## src/rtl/mux_scan_reg_if.sv

```systemverilog
// Bus between the scan multiplexer and its surroundings: parallel channel inputs,
// selection controls and the valid/ready output sample.
interface mux_scan_reg_if #(
  parameter int unsigned N_CH = 4,
  parameter int unsigned W    = 8
);
  localparam int unsigned SEL_W = $clog2(N_CH);

  logic [N_CH*W-1:0] d;
  logic [SEL_W-1:0]  sel;
  logic              mode;
  logic              en;
  logic [W-1:0]      f;
  logic [SEL_W-1:0]  f_ch;
  logic              f_valid;
  logic              f_ready;

  modport master (
    output d, sel, mode, en, f_ready,
    input  f, f_ch, f_valid
  );

  modport slave (
    input  d, sel, mode, en, f_ready,
    output f, f_ch, f_valid
  );
endinterface

```

## src/rtl/mux_scan_reg.sv

```systemverilog
// N_CH:1 multiplexer with a registered output slot, valid/ready backpressure and
// an auto-scan mode that dwells DWELL accepted samples on each channel.
module mux_scan_reg #(
  parameter int unsigned N_CH  = 4,
  parameter int unsigned W     = 8,
  parameter int unsigned DWELL = 4
) (
  input  logic          clk,
  input  logic          rst_n,
  mux_scan_reg_if.slave bus
);
  localparam int unsigned SEL_W = $clog2(N_CH);
  localparam int unsigned DW_W  = (DWELL > 1) ? $clog2(DWELL) : 1;

  typedef enum logic [1:0] {
    EMPTY = 2'd0,
    FULL  = 2'd1,
    STALL = 2'd2
  } state_e;

  state_e            state_q, state_d;
  logic [W-1:0]      f_q, f_d;
  logic [SEL_W-1:0]  f_ch_q, f_ch_d;
  logic [SEL_W-1:0]  scan_ch_q, scan_ch_d;
  logic [DW_W-1:0]   dwell_q, dwell_d;

  logic              valid_c;
  logic              free_c;
  logic              capture_c;
  logic [SEL_W-1:0]  ch_c;
  logic [W-1:0]      data_c;

  assign valid_c   = (state_q != EMPTY);
  assign free_c    = !valid_c || bus.f_ready;
  assign capture_c = bus.en && free_c;
  assign ch_c      = bus.mode ? scan_ch_q : bus.sel;

  // Channel mux; indices with no channel behind them yield zero.
  always_comb begin
    data_c = '0;
    for (int unsigned k = 0; k < N_CH; k++) begin
      if (ch_c == SEL_W'(k)) data_c = bus.d[k*W +: W];
    end
  end

  always_comb begin
    state_d   = state_q;
    f_d       = f_q;
    f_ch_d    = f_ch_q;
    scan_ch_d = scan_ch_q;
    dwell_d   = dwell_q;

    unique case (state_q)
      EMPTY: begin
        if (capture_c) state_d = FULL;
      end
      FULL, STALL: begin
        if (!bus.f_ready)  state_d = STALL;
        else if (bus.en)   state_d = FULL;
        else               state_d = EMPTY;
      end
      default: state_d = EMPTY;
    endcase

    if (capture_c) begin
      f_d    = data_c;
      f_ch_d = ch_c;
    end

    // Scan position only advances on accepted samples, so stalls never skip a channel.
    if (!bus.mode) begin
      scan_ch_d = '0;
      dwell_d   = '0;
    end else if (capture_c) begin
      if (dwell_q == DW_W'(DWELL - 1)) begin
        dwell_d   = '0;
        scan_ch_d = (scan_ch_q == SEL_W'(N_CH - 1)) ? '0 : scan_ch_q + SEL_W'(1);
      end else begin
        dwell_d = dwell_q + DW_W'(1);
      end
    end
  end

  always_ff @(posedge clk or negedge rst_n) begin
    if (!rst_n) begin
      state_q   <= EMPTY;
      f_q       <= '0;
      f_ch_q    <= '0;
      scan_ch_q <= '0;
      dwell_q   <= '0;
    end else begin
      state_q   <= state_d;
      f_q       <= f_d;
      f_ch_q    <= f_ch_d;
      scan_ch_q <= scan_ch_d;
      dwell_q   <= dwell_d;
    end
  end

  assign bus.f       = f_q;
  assign bus.f_ch    = f_ch_q;
  assign bus.f_valid = valid_c;
endmodule

```

## src/flat_wrapper.sv

```systemverilog
// flat-port wrapper written by rule: the top's interface ports become plain ports
module mux_scan_reg_flat 
#(
  parameter int unsigned N_CH  = 4,
  parameter int unsigned W     = 8,
  parameter int unsigned DWELL = 4
)
  (clk, rst_n, bus_d, bus_sel, bus_mode, bus_en, bus_f_ready, bus_f, bus_f_ch, bus_f_valid);
  mux_scan_reg_if #(.N_CH(N_CH), .W(W)) bus_i ();
  input  logic clk;
  input  logic rst_n;
  input wire logic [$bits(bus_i.d)-1:0] bus_d;
  input wire logic [$bits(bus_i.sel)-1:0] bus_sel;
  input wire logic [$bits(bus_i.mode)-1:0] bus_mode;
  input wire logic [$bits(bus_i.en)-1:0] bus_en;
  input wire logic [$bits(bus_i.f_ready)-1:0] bus_f_ready;
  output wire logic [$bits(bus_i.f)-1:0] bus_f;
  output wire logic [$bits(bus_i.f_ch)-1:0] bus_f_ch;
  output wire logic [$bits(bus_i.f_valid)-1:0] bus_f_valid;
  assign bus_i.d = bus_d;
  assign bus_i.sel = bus_sel;
  assign bus_i.mode = bus_mode;
  assign bus_i.en = bus_en;
  assign bus_i.f_ready = bus_f_ready;
  assign bus_f = bus_i.f;
  assign bus_f_ch = bus_i.f_ch;
  assign bus_f_valid = bus_i.f_valid;
  mux_scan_reg #(.N_CH(N_CH), .W(W), .DWELL(DWELL)) u_core (.clk(clk), .rst_n(rst_n), .bus(bus_i));
endmodule
```

## config.mk

```make
export PLATFORM = sky130hd
export DESIGN_NAME = mux_scan_reg_flat
export DESIGN_NICKNAME = d
export VERILOG_FILES = /design/src/rtl/mux_scan_reg_if.sv /design/src/rtl/mux_scan_reg.sv /design/src/flat_wrapper.sv
export SDC_FILE = /design/constraint.sdc
export NUM_CORES = 1
export LEC_CHECK = 0
export BUFFER_PORTS_ARGS = -buffer_cell sky130_fd_sc_hd__clkbuf_2
export CORE_MARGIN = 2
export CORE_UTILIZATION = 35
export DETAILED_ROUTE_END_ITERATION = 8
export GPL_ROUTABILITY_DRIVEN = 0
export GPL_TIMING_DRIVEN = 0
export HOLD_SLACK_MARGIN = 0.12
export SYNTH_ARGS = -nofsm -noshare
export SYNTH_HDL_FRONTEND = slang
export SYNTH_SLANG_ARGS = --single-unit
```

## constraint.sdc

```tcl
create_clock -name clk -period 4.2 [get_ports clk]
set_input_delay 0.84 -clock clk [delete_from_list [all_inputs] [get_ports clk]]
set_output_delay 0.84 -clock clk [all_outputs]
set_load 0.02 [all_outputs]
```

==> impl_metrics.yaml <==
global_route:
  grt_use_total_pct: 16.9
  first_global_vias: 946
  overflow: 0
  grt_max_degree: 17
  antenna_found_initial: 0
  grt_pass1_wl_mm: 4.32
logic_synthesis:
  synth_warnings: 0
  syn_nets: 148
  netlist_area_um2: 1030
  async_reset_ff_share_pct: 100
  ys_seq_area_share_pct: 38.9
  avgSynthCellArea_um2: 9.81
  synth_cell_types: 34
  synth_edf_count: 0
  netlist_instances: 105
  ys.flop_type: "dfrtp_1"
  ys_ff_latch: 16
sta:
  fmax_mhz: 490
  relSlewSlack_pct: 67.3
  setup_viol: 0
  fin_crit_sh_pct: 48.6
  worst_pin_slew_ps: 491
  finalHoldViolations: 0
  rsz0062_at_grt: "false"
  skew_ps: 6.70
  fin_crit_ps: 2040
  final.setup.tns_ps: 0
  finalMaxSlewViolations: 0
drt:
  vias: 1009
  drt_wl_total_mm: 2.72
  first_pass_iters: 5
  drt-initial-drc-count: 88
  drc: 0
  wl_per_cell_um: 14.4
  ant_nets: 0
  viasPerCell: 5.34
worst_hold_path:
  hp-class: "input port to async pin"
floorplan:
  die-area_um2: 3390
  core_um2: 2780
  row_count: 19
  die_h_um: 58.2
  initial_utilization_pct: 37.0
  die_w_um: 58.2
  ios: 50
power_and_ir_drop:
  irDropWorstVdd_mv: 0.242
  p_switching_mw: 0.223
  p_per_area_nw_per_um2: 418
  power.switching_fraction_pct: 39.5
  clkPwrFrac_pct: 18.5
  seqPwrFrac_pct: 38.5
  p_int_mw: 0.342
  combPwrFrac_pct: 43.0
  leakage_nw: 0.648
final_layout:
  multi_input_area_um2: 588
  final_layout_size_suffix_gt1_share_pct: 43.0
  final_common_cell: "clkbuf_2"
  antenna_cells: 0
  syn_to_final_growth_pct: 31.1
  seqCellArea_um2: 400
  fin_nets: 202
  final_cell_count_no_fill: 189
  fillers: 282
  final_cell_mix: "clkbuf_2 (49), nand2_1 (17), o21ai_1 (16), dfrtp_1 (16)"
clock_tree:
  cts.clk_slew.worst_paths_ps: 110
  cts_max_path_buffers: 2
  clock_latency_ps: 290
  tritoncts: "yes"
  h-tree-depth: 1
  clock_sinks: 16
  cts_setup_buffers: 0
  root_buffer: "clkbuf_4"
  numCtsBuffers: 3
  cts_resized: 0
  holdBufCountCts: 0
place:
  hpwl_mm: 2.11
  port_buffers: 49
  dp.cells: 185
worst_setup_path:
  critPathLaunchType: "flip-flop"
  cp-end-kind: "primary output"
  path_max_fanout: 4
  slowest_delay_ps: 400
  arrival_ps: 1200
  crit_type: "flip-flop to primary output"
  required_ps: 3360
  reg2regPathDepth: 6
  critPathSlowestCell: "dfrtp_1"
  crit_path_cell_trace: "inv_1 -> ha_1 -> inv_2 -> clkbuf_2"
outcome:
  status: "finished, final reports clean"
flow_run:
  cap_violations: 0
## path summary, 6_finish.rpt
kind | start | to | slack, ps
max | u_core.state_q[1] | bus_f_valid | 2160
min | rst_n | u_core.bus.f[1] | 470
max reg2reg | u_core.state_q[0] | u_core.bus.f[4] | 2510
min reg2reg | u_core.bus.f_ch[0] | u_core.bus.f_ch[0] | 490
max in group asynchronous | rst_n | u_core.bus.f[0] | 3420
min in group clk | u_core.bus.f_ch[0] | u_core.bus.f_ch[0] | 490
## cell type report
cell class	instances	share of cell area, %
Multi-Input combinational cell	80	43.6
Tap cell	31	2.87
Inverter	6	1.67
Sequential cell	16	29.7
Clock buffer	4	2.69
Buffer	3	1.39
Timing Repair Buffer	49	18.2
## cell usage after synthesis (2+ instances only)
library cell	number	area, um^2
inv_1	5	18.8
nand2_1	17	63.8
a222oi_1	7	70.1
dfrtp_1	16	400
o211ai_1	2	15.0
nand2b_1	7	43.8
ha_1	4	50.1
nor2b_1	2	12.5
o21ai_1	16	80.1
nor2_1	2	7.51
a21boi_2	2	22.5
clkbuf_1	2	7.51
nor3_2	2	20.0
## layer usage
metal  global-route usage (%)  part of all wire, %
met5                        0                    0
met4                     5.32                 0.59
met3                     2.68                  6.0
met2                     26.0                   45
met1                     24.3                   49
## registers in the layout (all words and copies together) (netlist names)
name / flops
u_core.scan_ch_q: 2
u_core.state_q: 2
u_core.dwell_q: 2
u_core.bus.f: 8
u_core.bus.f_ch: 2
## per-stage QoR
stage               setup WS, ps  hold WS, ps  instance area [um^2]  utilization (%)  total power, mW
floorplan                   2510          516                  1030                -            0.376
global placement            2130          463                  1310             47.2            0.459
finish                      2160          472                  1350             48.5            0.565
CTS                         2150          481                  1350             48.5            0.571
detailed placement          2080          467                  1310             47.2            0.465
global route                2060          477                  1350             48.5            0.611
## logic make-up after synthesis
logic type | after synthesis | share of synthesized area, %
compound gates | 39 | 32.1
simple gates | 36 | 18.0
flops | 16 | 38.9
buf+inv | 9 | 4.01
fa+ha+maj | 4 | 4.86
mux | 1 | 2.19
## power groups by stage
stage / Sequential [mW] / Combinational, mW / Clock [mW]
finish: 0.217 / 0.243 / 0.105
global route: 0.223 / 0.270 / 0.118
CTS: 0.218 / 0.245 / 0.107
detailed placement: 0.222 / 0.244 / 0
global placement: 0.220 / 0.238 / 0
floorplan: 0.258 / 0.118 / 0
## critical path: cells and delay by family (launching register included)
family	cells	cell delay, ps
buffers and inverters	3	290
adder cells (fa/ha/maj)	1	230
flip-flops	1	400
Note: power is estimated with default switching activity, not from simulation.
